--- config.mk ---
export PLATFORM = sky130hd
export DESIGN_NAME = fifo_wr_arbiter
export DESIGN_NICKNAME = d
export VERILOG_FILES = /design/src/rtl/fifo_wr_arbiter.sv
export SDC_FILE = /design/constraint.sdc
export NUM_CORES = 1
export LEC_CHECK = 0
export ABC_CLOCK_PERIOD_IN_PS = 1700
export BUFFER_PORTS_ARGS = -buffer_cell sky130_fd_sc_hd__buf_2
export CAP_MARGIN = 10
export CORE_AREA = 2 2 46 48
export DETAILED_ROUTE_END_ITERATION = 6
export DIE_AREA = 0 0 48 50
export GPL_ROUTABILITY_DRIVEN = 0
export PLACE_DENSITY = 0.69
export REMOVE_ABC_BUFFERS = 1
export SYNTH_ARGS = -nofsm -noshare
export SYNTH_HDL_FRONTEND = slang
export SYNTH_SLANG_ARGS = --single-unit
--- constraint.sdc ---
create_clock -name clk -period 1.7 [get_ports clk]
set_input_delay 0.255 -clock clk [delete_from_list [all_inputs] [get_ports clk]]
set_output_delay 0.255 -clock clk [all_outputs]
set_load 0.03 [all_outputs]
--- src/rtl/fifo_wr_arbiter.sv ---
// Round-robin arbiter that shares one FIFO write port among NUM_REQ producers.
// A winner keeps the port for up to BURST_LEN accepted words. One IDLE
// arbitration cycle always separates two bursts. No word is ever written
// while the FIFO reports full.
module fifo_wr_arbiter #(
    parameter int NUM_REQ   = 4,
    parameter int DATA_W    = 4,
    parameter int BURST_LEN = 4,
    parameter int OWN_W     = $clog2(NUM_REQ)
) (
    input  logic                      clk,
    input  logic                      rst_a_n,
    input  logic [NUM_REQ-1:0]        req,
    input  logic [NUM_REQ*DATA_W-1:0] req_data,
    input  logic                      fifo_full,
    output logic [NUM_REQ-1:0]        grant,
    output logic                      fifo_wr_en,
    output logic [DATA_W-1:0]         fifo_data_in,
    output logic                      busy,
    output logic [OWN_W-1:0]          owner
);

    localparam int                unsigned NREQ_U   = NUM_REQ;
    localparam int                         CNT_W    = $clog2(BURST_LEN) + 1;
    localparam logic [CNT_W-1:0]           CNT_LAST = CNT_W'(BURST_LEN - 1);
    localparam logic [OWN_W-1:0]           OWN_LAST = OWN_W'(NUM_REQ - 1);

    typedef enum logic {
        IDLE,
        BURST
    } state_t;

    state_t             state;
    logic [CNT_W-1:0]   count;
    logic [OWN_W-1:0]   owner_q;
    logic [OWN_W-1:0]   last_owner;
    logic               busy_q;

    logic [OWN_W-1:0]   winner;
    logic               found;
    int unsigned        idx;
    logic               owner_req;
    logic               accept;
    logic [DATA_W-1:0]  owner_data;

    // Round-robin search: first requesting index above last_owner, wrapping.
    always_comb begin
        winner = '0;
        found  = 1'b0;
        idx    = 0;
        for (int unsigned k = 1; k <= NREQ_U; k++) begin
            idx = (32'(last_owner) + k) % NREQ_U;
            if (!found && req[idx[OWN_W-1:0]]) begin
                winner = OWN_W'(idx);
                found  = 1'b1;
            end
        end
    end

    // Select the owner's request bit and data word.
    always_comb begin
        owner_req  = 1'b0;
        owner_data = '0;
        for (int unsigned i = 0; i < NREQ_U; i++) begin
            if (owner_q == OWN_W'(i)) begin
                owner_req  = req[i];
                owner_data = req_data[i*DATA_W +: DATA_W];
            end
        end
    end

    // Write acceptance is combinational so fifo_full blocks the write in the same cycle.
    always_comb begin
        accept         = (state == BURST) && owner_req && !fifo_full;
        grant          = '0;
        grant[owner_q] = accept;
        fifo_wr_en     = accept;
        fifo_data_in   = (state == BURST) ? owner_data : '0;
    end

    // Arbitration / burst state machine with registered busy and owner.
    always_ff @(posedge clk or negedge rst_a_n) begin
        if (!rst_a_n) begin
            state      <= IDLE;
            count      <= '0;
            owner_q    <= '0;
            last_owner <= OWN_LAST;
            busy_q     <= 1'b0;
        end else begin
            case (state)
                IDLE: begin
                    if (|req) begin
                        state   <= BURST;
                        owner_q <= winner;
                        count   <= '0;
                        busy_q  <= 1'b1;
                    end
                end
                BURST: begin
                    if (!owner_req) begin
                        state      <= IDLE;
                        last_owner <= owner_q;
                        busy_q     <= 1'b0;
                    end else if (accept) begin
                        if (count == CNT_LAST) begin
                            state      <= IDLE;
                            last_owner <= owner_q;
                            busy_q     <= 1'b0;
                        end else begin
                            count <= count + 1'b1;
                        end
                    end
                end
                default: begin
                    state  <= IDLE;
                    busy_q <= 1'b0;
                end
            endcase
        end
    end

    assign busy  = busy_q;
    assign owner = owner_q;

endmodule

* After elaboration in Yosys (flattened, before gate mapping)
Index checks and enable logic that the tools add are counted.
** Storage, ports and cells
- Bits in registers :: 9
- Input port bits :: 23
- Word-level logic and storage cells :: 90
- Output and inout bits :: 12
** Cells by class
- $lt $le $gt $ge :: 6
- Equality and inequality tests :: 12
- Multiplexer cells :: 44
- Bitwise logic cells :: 2
- Reductions and logical operators :: 16
- $add $sub $neg :: 5
** Operators with widths (count)
- $mux W1 :: 20
- $mux W4 :: 5
- $lt A2 B3 Y1 const B :: 5
- $mux W2 :: 7
- $mux W3 :: 4
- $bmux W1 S2 :: 4
- $ne A2 B2 Y1 const B :: 4
- $logic_and A1 B1 Y1 :: 6
- $pmux W3 S2 :: 1
- $reduce_and A3 Y1 :: 2
- $add A2 B1 Y2 const B :: 2
- $add A2 B2 Y2 const B :: 2
- $and A4 B4 Y4 :: 1
- $eq A2 B2 Y1 const B :: 2
- $logic_not A1 Y1 :: 4
- $ne A2 B1 Y1 const B :: 2
- $pmux W1 S2 :: 2
- $reduce_and A4 Y1 :: 1
- $reduce_or A4 Y1 :: 1
- $add A3 B1 Y3 const B :: 1
- $eq A3 B2 Y1 const B :: 1
- $ne A3 B2 Y1 const B :: 1
- $ne A3 B3 Y1 const B :: 1
- $demux W1 S2 :: 1
- 5 further kinds :: 5

* Depth between registers and ports, before layout
- Word-level depth :: 13
- Mapped depth :: 6
- Depth with buffers taken out :: 6

* Least setup slack after synthesis
OpenSTA, ideal clock, no wires.
- Kind :: register to output
- Start :: register owner_q[1], in the netlist owner[1]
- End :: output grant[0]
- Cell stages (with the launch flop) :: 4
- Path slack :: -0.169 ns
- Data arrival time :: 1.614 ns
- Buffers on the path :: 1
- Required time :: 1.445 ns
- Cells stage by stage :: dfrtp_1 > buf_2 > nand2b_1 > nor3b_1
** Between the ends
- Longest elaborated chain between the ends :: 8
- Elaborated cells on any way between the ends :: 16
- Classes of those cells :: order compare: 2; eq/ne: 3; mux: 6; bitwise: 1; reduce/logical: 4
** RTL lines
- start, declared :: line 35 : logic [OWN_W-1:0] owner_q;
- start signal, assigned :: line 94 : owner_q <= winner;
- $logic_not A2 Y1 :: line 65 : if (owner_q == OWN_W'(i)) begin
- $mux W1 (4 in a row) :: line 65
- $logic_and A1 B1 Y1 (2 in a row) :: line 74 : accept = (state == BURST) && owner_req && !fifo_full;
- $and A4 B4 Y4 (no source line) *
- end, declared :: line 16 : output logic [NUM_REQ-1:0] grant,
Mark *: on every way between the ends. The rest lies on a longest branch, timed or not.

* Worst setup path after layout
- Start :: register owner_q[0], in the netlist owner[0]
- End :: output fifo_data_in[1]
** Between the ends
- Longest elaborated chain between the ends :: 6
- Elaborated cells on any way between the ends :: 9
- Classes of those cells :: eq/ne: 3; mux: 5; reduce/logical: 1
** RTL lines
- $logic_not A2 Y1 :: line 65
- $mux W4 (3 in a row) :: line 65
- $mux W4 * :: line 65
- $mux W4 * :: line 78 : fifo_data_in = (state == BURST) ? owner_data : '0;
- end, declared :: line 18 : output logic [DATA_W-1:0] fifo_data_in,
Marks and branches as above.

==> flow_summary.ini <==
[run_status]
run_status = finished with violations
failed_checks = setup timing

[timing]
worst_slew_margin_rel = 0.7946
final_max_slew_viols = 0
hold_viol = 0
tightest_slew_ns = 0.3052
rsz0062_at_grt = yes
layout_setup_ws_ns = -0.1268
setup_failing_eps_final = 5
min_period_over_period = 1.075
finalHoldWorstSlack_ns = 0.3629
final_period_minus_worst_setup_slack_ns = 1.827
setup-tns-final_ns = -0.5383
clock-skew-final_ns = 0.001196
timing.fmax_mhz = 547.4

[drt]
wl_per_cell_um = 12.40
met3WireLength_um = 162
top_layer = met4
drt-vias-per-instance = 5.153
wirelength_met1_um = 752
final_antenna_net_count = 0
drt_wl_total_um = 1786
pre_repair_dr_iteration_count = 4
wl_met2_um = 847
drc = 0
dr.first_iter.drc_count = 12
num_vias = 742

[die]
die_y_um = 50
floorplan.die.width_um = 48
placementRows = 16
io_pins = 35
design.core.area_mm2 = 0.001902
design.die.area_mm2 = 0.002400
initial_utilization = 0.3836

[logic_synthesis]
synth-simple-area-share = 0.2247
main_combinational_cell_family_by_area_after_synthesis = simple AND/OR/NAND/NOR gates
syn-instance-count = 78
synth_xor_area_frac = 0.01201
ys_ff_latch = 9
yosysSeqAreaShare = 0.3122
synth-compound-area-share = 0.1527
post_synth_mux_area_share = 0.2196
synth_warnings = 0
synth.distinct_cells = 27
synthesis.area_um2 = 729.5
syn_area_per_cell_um2 = 9.352
synth-adder-area-share = 0.03431

[critical_path]
timing.critical_path.cells = mux4_2 > and2_4 > buf_6
crit_fanout = 8
worst-setup-path-type = reg2out
slowest_stage_delay_cp_ns = 0.53
worst_setup_path_start_kind = flop
r2r_start = count[0]
worst_r2r_endpoint = last_owner[0]
worst_path_required_time_ns = 1.44
worstPathArrival_ns = 1.57
path_buf_inv = 1
critPathSlowestCell = sky130_fd_sc_hd__mux4_2
cp-end-kind = output pin
cp_top_family = multiplexers
r2r_setup_slk_ns = 0.06
timing.reg2reg.worst_path_depth = 6

[cts]
cts_sinks = 9
reg_clk_slew_reported_paths_ns = 0.06
clock_tree_from_tritoncts = built
insertion_delay_to_the_later_sink_of_the_worst_skew_pair_ns = 0.27
cts_made_buffers = 3
h_tree_levels = 1
cts.root.buffer_cell = sky130_fd_sc_hd__clkbuf_4
post_cts.repair.setup_buffers = 0
cts_max_path_bufs = 2

[cells_and_area]
layout-area-overhead-vs-synth_pct = 45.45
n_antenna_cell = 0
fillCellCount = 170
layout_commonest_cell = sky130_fd_sc_hd__buf_2
drive_gt1_frac = 0.5385
nets = 143
commonest_non_fill_non_tap_cells_in_the_layout = sky130_fd_sc_hd__buf_2 (29), sky130_fd_sc_hd__nand2_1 (9), sky130_fd_sc_hd__mux2i_1 (6)

[place]
dpl.hpwl_um = 1365
io_buffers = 34

[grt]
globalRouteOverflowTotal = 0
grt_use_total = 0.1678
number_of_global_route_vias_before_repair = 719
initial_antenna_violation_count = 0
grt_first_pass_wirelength_um = 2911
grt_max_degree = 12

[pwr]
cellPowerDensity_mw_per_mm2 = 1737
leakage_power_figure_nw = 0.5150
irDropWorstVdd_mv = 1.033
design_power_total_mw = 1.843

[job]
maxCapViolations = 0

[min_path]
hold_path_class = in2async
synthesized netlist by cell type:
master,n,area share
sky130_fd_sc_hd__dfrtp_1,7,0.24
sky130_fd_sc_hd__nor3b_1,2,0.021
sky130_fd_sc_hd__nor2b_1,3,0.026
sky130_fd_sc_hd__ha_1,2,0.034
sky130_fd_sc_hd__nand2b_1,2,0.017
sky130_fd_sc_hd__o22a_1,1,0.012
sky130_fd_sc_hd__nand3b_1,1,0.010
sky130_fd_sc_hd__a2111oi_2,1,0.021
sky130_fd_sc_hd__a21o_1,2,0.021
sky130_fd_sc_hd__or3_1,1,0.0086
sky130_fd_sc_hd__inv_1,4,0.021
sky130_fd_sc_hd__or2_2,1,0.0086
sky130_fd_sc_hd__nor4_1,1,0.0086
sky130_fd_sc_hd__o211a_1,1,0.014
sky130_fd_sc_hd__buf_2,2,0.014
sky130_fd_sc_hd__xnor2_1,1,0.012
sky130_fd_sc_hd__a21oi_1,5,0.034
sky130_fd_sc_hd__nand2_1,9,0.046
sky130_fd_sc_hd__mux4_2,4,0.12
sky130_fd_sc_hd__mux2i_1,7,0.096
sky130_fd_sc_hd__and2_1,5,0.043
sky130_fd_sc_hd__o21ai_0,5,0.034
sky130_fd_sc_hd__or2b_1,1,0.010
sky130_fd_sc_hd__dfstp_2,2,0.072
sky130_fd_sc_hd__nor2_1,5,0.026
sky130_fd_sc_hd__o22ai_2,1,0.017
sky130_fd_sc_hd__clkbuf_1,2,0.010
kinds of logic after synthesis:
group                      after synthesis
and+or+nand+nor                         31
xor gates and xnor gates                 1
adders and majority gates                2
DFF                                      9
AOI/OAI and AO/OA                       16
muxes                                   11
buffers and inverters                    8
per-layer routing:
metal  vias to the layer above  GRT usage
met3                         4    0.03663
met5                         -          0
met4                         0    0.08108
li1                        355          -
met1                       347     0.2009
met2                        36     0.2711
report_power, final:
part	switching, mW	total (mW)	internal (mW)	leakage [nW]
clock network	0.0806	0.171	0.0908	0.0150
logic	0.604	1.21	0.609	0.394
registers	0.132	0.458	0.326	0.106
total	0.816	1.84	1.03	0.515
layout make-up:
type	instances	area, µm²	share of cell area
Multi-Input combinational cell	61	518.0	0.4882
Timing Repair Buffer	39	237.7	0.2241
Sequential cell	9	230.2	0.2170
Tap cell	27	33.78	0.03184
Clock buffer	4	26.28	0.02476
Inverter	4	15.01	0.01415
worst max-delay path by stage:
| stage | slack, ns | end | start | cells after the start |
|---|---|---|---|---|
| 2_1_floorplan | -0.14 | fifo_data_in[0] | owner[0] | 2 |
| 3_3_place_gp | 0.04 | fifo_data_in[1] | owner[0] | 3 |
| 3_5_place_dp | 0.02 | fifo_data_in[1] | owner[0] | 3 |
| 4_1_cts | -0.13 | fifo_data_in[1] | owner[0] | 3 |
| 5_1_grt | -0.21 | fifo_data_in[0] | owner[0] | 3 |
| 6_report | -0.13 | fifo_data_in[1] | owner[0] | 3 |
registers in the layout, indices dropped and copies added (netlist names):
signal	cells
count	3
last_owner	2
owner	2
busy	1
state	1
metrics by stage:
step	cells	utilization	area (µm²)	setup slack, ns
after floorplan	74	-	711.9	-0.1385
after global placement	139	0.4974	945.9	0.03765
after detailed placement	139	0.4974	945.9	0.01616
after CTS	144	0.5355	1018	-0.1252
after global routing	144	0.5579	1061	-0.2083
final	144	0.5579	1061	-0.1268
what timing repair did:
item / 4_1_cts / 5_1_grt
endpoints found under the hold margin: 7 / 0
gates resized for setup: 13 / 12
pin swaps: 4 / 0
setup endpoints to repair: 5 / 11
hold buffers: 1 / 0
Note: power is estimated with default switching activity, not from simulation.
